<file path="config.mk">
export PLATFORM = sky130hd
export DESIGN_NAME = shift_left_logical_seq_flat
export DESIGN_NICKNAME = d
export VERILOG_FILES = /design/src/rtl/shift_left_logical_seq_if.sv /design/src/rtl/shift_left_logical_seq.sv /design/src/flat_wrapper.sv
export SDC_FILE = /design/constraint.sdc
export NUM_CORES = 1
export LEC_CHECK = 0
export BUFFER_PORTS_ARGS = -buffer_cell sky130_fd_sc_hd__clkbuf_2
export CORE_MARGIN = 4
export CORE_UTILIZATION = 63
export DETAILED_ROUTE_END_ITERATION = 16
export PLACE_DENSITY = 0.91
export SETUP_SLACK_MARGIN = 0.02
export SLEW_MARGIN = 20
export SYNTH_ARGS = -nofsm -noshare
export SYNTH_HDL_FRONTEND = slang
export SYNTH_SLANG_ARGS = --single-unit
</file>
<file path="constraint.sdc">
create_clock -name clk -period 3.6 [get_ports clk]
set_input_delay 0.18 -clock clk [delete_from_list [all_inputs] [get_ports clk]]
set_output_delay 0.18 -clock clk [all_outputs]
set_load 0.05 [all_outputs]
</file>
<file path="src/rtl/shift_left_logical_seq_if.sv">
// Handshake bundle for shift_left_logical_seq.
//   in, shamt, in_valid : operand, shift amount and request strobe (producer -> shifter)
//   in_ready            : shifter can take an operand
//   out, out_valid      : result and result strobe (shifter -> consumer)
//   out_ready           : consumer takes the result
//   busy                : shifter is working on or holding an operation
// The shifter connects to modport slave, the driving side to modport master.
interface shift_left_logical_seq_if #(
  parameter int N = 32
);
  localparam int L = $clog2(N);

  logic [N-1:0] in;
  logic [L-1:0] shamt;
  logic         in_valid;
  logic         in_ready;
  logic [N-1:0] out;
  logic         out_valid;
  logic         out_ready;
  logic         busy;

  modport slave (
    input  in, shamt, in_valid, out_ready,
    output in_ready, out, out_valid, busy
  );

  modport master (
    output in, shamt, in_valid, out_ready,
    input  in_ready, out, out_valid, busy
  );
endinterface

</file>
<file path="src/rtl/shift_left_logical_seq.sv">
// Multi-cycle logical left shifter. One shamt bit is applied per cycle
// (stage k shifts by 2^k when shamt[k]=1), zero fill from the LSB.
// Ports:
//   clk  - rising-edge clock
//   rst  - synchronous active-high reset, priority over everything
//   bus  - shift_left_logical_seq_if.slave (valid/ready in and out, busy)
// Optional build macro SHIFT_LEFT_LOGICAL_EARLY_EXIT_EN: leave SHIFT as soon
// as no higher shamt bits remain set. Results are identical either way.
module shift_left_logical_seq #(
  parameter int N = 32
) (
  input  logic                    clk,
  input  logic                    rst,
  shift_left_logical_seq_if.slave bus
);
  localparam int L  = $clog2(N);
  localparam int SW = (L > 1) ? $clog2(L) : 1;

  typedef enum logic [1:0] {IDLE, SHIFT, DONE} state_t;

  state_t          r_state, w_state_nx;
  logic [N-1:0]    r_acc,   w_acc_nx;
  logic [L-1:0]    r_sh,    w_sh_nx;
  logic [SW-1:0]   r_stage, w_stage_nx;
  logic [N-1:0]    r_out,   w_out_nx;

  logic [N-1:0]    w_shifted;
  logic            w_last;

  // Current stage applied to the accumulator.
  assign w_shifted = r_sh[r_stage] ? (r_acc << (1 << r_stage)) : r_acc;

`ifdef SHIFT_LEFT_LOGICAL_EARLY_EXIT_EN
  // Finish once no shamt bits above the current stage are set. shamt=0 still
  // passes through stage 0, giving the minimum one-cycle latency.
  assign w_last = (r_stage == SW'(L - 1)) || (((r_sh >> r_stage) >> 1) == '0);
`else
  assign w_last = (r_stage == SW'(L - 1));
`endif

  always_comb begin
    w_state_nx = r_state;
    w_acc_nx   = r_acc;
    w_sh_nx    = r_sh;
    w_stage_nx = r_stage;
    w_out_nx   = r_out;
    case (r_state)
      IDLE: begin
        if (bus.in_valid) begin
          w_acc_nx   = bus.in;
          w_sh_nx    = bus.shamt;
          w_stage_nx = '0;
          w_state_nx = SHIFT;
        end
      end
      SHIFT: begin
        w_acc_nx = w_shifted;
        if (w_last) begin
          w_out_nx   = w_shifted;
          w_state_nx = DONE;
        end else begin
          w_stage_nx = r_stage + SW'(1);
        end
      end
      DONE: begin
        if (bus.out_ready) w_state_nx = IDLE;
      end
      default: w_state_nx = IDLE;
    endcase
  end

  always_ff @(posedge clk) begin
    if (rst) begin
      r_state <= IDLE;
      r_acc   <= '0;
      r_sh    <= '0;
      r_stage <= '0;
      r_out   <= '0;
    end else begin
      r_state <= w_state_nx;
      r_acc   <= w_acc_nx;
      r_sh    <= w_sh_nx;
      r_stage <= w_stage_nx;
      r_out   <= w_out_nx;
    end
  end

  assign bus.in_ready  = (r_state == IDLE) && !rst;
  assign bus.out_valid = (r_state == DONE);
  assign bus.busy      = (r_state != IDLE);
  assign bus.out       = r_out;
endmodule

</file>
<file path="src/flat_wrapper.sv">
// flat-port wrapper written by rule: the top's interface ports become plain ports
module shift_left_logical_seq_flat 
#(
  parameter int N = 32
)
  (clk, rst, bus_in, bus_shamt, bus_in_valid, bus_out_ready, bus_in_ready, bus_out, bus_out_valid, bus_busy);
  shift_left_logical_seq_if #(.N(N)) bus_i ();
  input  logic clk;
  input  logic rst;
  input wire logic [$bits(bus_i.in)-1:0] bus_in;
  input wire logic [$bits(bus_i.shamt)-1:0] bus_shamt;
  input wire logic [$bits(bus_i.in_valid)-1:0] bus_in_valid;
  input wire logic [$bits(bus_i.out_ready)-1:0] bus_out_ready;
  output wire logic [$bits(bus_i.in_ready)-1:0] bus_in_ready;
  output wire logic [$bits(bus_i.out)-1:0] bus_out;
  output wire logic [$bits(bus_i.out_valid)-1:0] bus_out_valid;
  output wire logic [$bits(bus_i.busy)-1:0] bus_busy;
  assign bus_i.in = bus_in;
  assign bus_i.shamt = bus_shamt;
  assign bus_i.in_valid = bus_in_valid;
  assign bus_i.out_ready = bus_out_ready;
  assign bus_in_ready = bus_i.in_ready;
  assign bus_out = bus_i.out;
  assign bus_out_valid = bus_i.out_valid;
  assign bus_busy = bus_i.busy;
  shift_left_logical_seq #(.N(N)) u_core (.clk(clk), .rst(rst), .bus(bus_i));
endmodule
</file>
==> impl_metrics.json <==
{
  "antenna_found_initial": 0,
  "routed-via-count": 6093,
  "cts_root_buf": "clkbuf_8",
  "placed_cell_area_mm2": 0.00586,
  "cts_max_path_buffers": 2,
  "overflow": 0,
  "grt_usage_pct": 41.1,
  "slowest_stage": "mux4_2",
  "wl_per_cell_um": 25.2,
  "synth_top_family_by_area": "compound AO/OA/AOI/OAI gates",
  "setup_viol": 0,
  "async_flop_share_pct": 0,
  "slew_violations": 0,
  "wl_mm": 20.7,
  "synth_area_leaders": "dfxtp_1 27%, mux2i_1 7.3%, nand2_1 4.9%",
  "insertion_delay_ps": 360,
  "grt_pass1_vias": 5756,
  "synth_warnings": 0,
  "crit_path_frequent_cell": "ha_1",
  "placementRows": 33,
  "layout.nets": 759,
  "cp_max_fo": 16,
  "core-area_mm2": 0.00834,
  "finalClockSkew_ps": 9.30,
  "whs_ps": 43.7,
  "holdPathStages": 3,
  "dp.cells": 806,
  "endpoint_kind": "register",
  "cts-buffers-inserted": 9,
  "start_kind": "register",
  "cellPowerDensity_mw_per_mm2": 352,
  "synthMostInstantiatedCell": "dfxtp_1",
  "slew_headroom_pct": 40.0,
  "path_cells": "ha_1 > ha_1 > or3b_1 > o22ai_1 > mux4_2 > o2bb2ai_1 > a311oi_1",
  "synthSimpleGateAreaFrac_pct": 17.9,
  "synthFlopType": "dfxtp_1",
  "synthAdderAreaFrac_pct": 1.38,
  "status": "complete, no violations",
  "synth_edf_count": 0,
  "portBuffers": 75,
  "drt_iter0_markers": 819,
  "ant_nets": 0,
  "timing.final.crit_share_pct": 88.3,
  "synthTopCellsByCount": "74 x dfxtp_1, 71 x nand2_1, 52 x nor2_1",
  "gp_congestion": 1.17,
  "post-synth-top-area-cell": "dfxtp_1",
  "cts_max_level": 3,
  "viasPerCell": 7.41,
  "cp_slowest_stage_delay_ps": 580,
  "synth_compound_area_share_pct": 31.9,
  "postCtsSetupBuffers": 0,
  "hold_viol": 0,
  "netlist_area_mm2": 0.00546,
  "fp.dieH_um": 101,
  "synthesis.nets": 715,
  "synth-xor-area-share_pct": 0,
  "p_leak_nw": 2.33,
  "start_util_pct": 65.4,
  "worst_ep_required_time_ps": 3830,
  "cts_tree": "done",
  "grt_pass1_wl_mm": 32.4,
  "clkTransAtPathRegs_ps": 90,
  "min_path_type": "in2reg",
  "clock.fmax_mhz": 315,
  "r2r_cells": 7,
  "ys_seq_area_share_pct": 27.1,
  "drv_cap": 0,
  "ys_ff_latch": 74,
  "finalSetupTns_ps": 0,
  "worstPathArrival_ps": 3400,
  "grt_max_degree": 43,
  "synthCells": 668,
  "synth.distinct_cells": 65,
  "syn2layout_area_growth_pct": 11.1,
  "crit_type": "reg2reg",
  "period_needed_ps": 3180,
  "drc_errors": 0,
  "fin_area_mm2": 0.00606,
  "fin_util_pct": 72.7,
  "die_x_um": 101,
  "worst_slew_pin_slew_ps": 896,
  "rsz0062_at_grt": "no",
  "drive_gt1_share_pct": 21.8,
  "diodes": 0,
  "synthMuxAreaShare_pct": 15.2,
  "yosys.area.top_type_share_pct": 27.1,
  "hold_buffers": 0,
  "instances_no_fill": 822,
  "cts.sinks": 74,
  "synth.avg_cell_area_um2": 8.17,
  "io_pins": 76,
  "ir_drop_mv": 0.252,
  "firstDrtPassIters": 6,
  "ctsResizeCount": 0,
  "hpwl_mm": 14.7,
  "die-area_mm2": 0.0102
}
-- kinds of logic (layout without fill, tap and decap cells) --
group           Yosys count  after routing
compound gates          242            242
simple gates            204            204
flops                    74             74
buf+inv                  74            123
mux                      68             68
fa+ha+maj                 6              6
-- per-stage QoR --
stage          setup slack, ps  total power, W
2_1_floorplan             1210         0.00127
3_3_place_gp               658         0.00142
3_5_place_dp               541         0.00143
4_1_cts                    524         0.00211
5_1_grt                    248         0.00220
6_report                   422         0.00213
-- worst paths after layout --
| check | from | endpoint | slack (ps) |
|---|---|---|---|
| setup / recovery | u_core.r_stage[0] | u_core.bus.out[29] | 420 |
| hold / removal | bus_shamt[3] | u_core.r_sh[3] | 40 |
| setup reg to reg | u_core.r_stage[0] | u_core.bus.out[29] | 420 |
| hold reg to reg | u_core.bus.out[4] | u_core.bus.out[4] | 460 |
-- layout by cell type, fill, tap and decap left out, types with 12 or more instances in the layout --
master and instances:
clkbuf_2 75, dfxtp_1 74, nand2_1 71, nor2_1 51, a21oi_1 51, mux2i_1 40, o21ai_0 23, a22oi_1 22
buf_4 21, mux2_2 18, nor3_1 18, o211ai_1 17, o22ai_1 16, a211oi_1 14, and3_1 13, a221oi_1 13
nand3_1 12
-- power by group --
| group | internal (W) | total, W | switching, W |
|---|---|---|---|
| Sequential | 0.000845 | 0.000897 | 0.0000523 |
| Combinational | 0.000208 | 0.000537 | 0.000329 |
| Clock | 0.000344 | 0.000699 | 0.000355 |
-- flip-flops by register name, indices dropped and copies added (netlist names) --
name and flops:
u_core.r_stage 3, u_core.r_state 2, u_core.bus.out 32, u_core.r_acc 32, u_core.r_sh 5
-- worst max-delay path: cells and delay by family (launching register included) --
kind	cells	cell delay (ps)
fa+ha+maj	2	640
flops	1	470
simple gates	1	550
compound gates	3	800
mux	1	580
-- final cells by class --
| type | count | area [um2] |
|---|---|---|
| Fill cell | 664 | 2280 |
| Clock inverter | 5 | 60.1 |
| Inverter | 8 | 30.0 |
| Clock buffer | 11 | 141 |
| Sequential cell | 74 | 1480 |
| Timing Repair Buffer | 99 | 593 |
| Tap cell | 105 | 131 |
| Multi-Input combinational cell | 520 | 3630 |
-- metal layers --
layer	track usage, %	share of wire [%]	up-vias
li1	-	-	2647
met1	53.9	38	2806
met2	61.4	43	515
met3	10.7	12	125
met4	22.1	6.6	0
met5	0	0	-
Note: power is estimated with default switching activity, not from simulation.
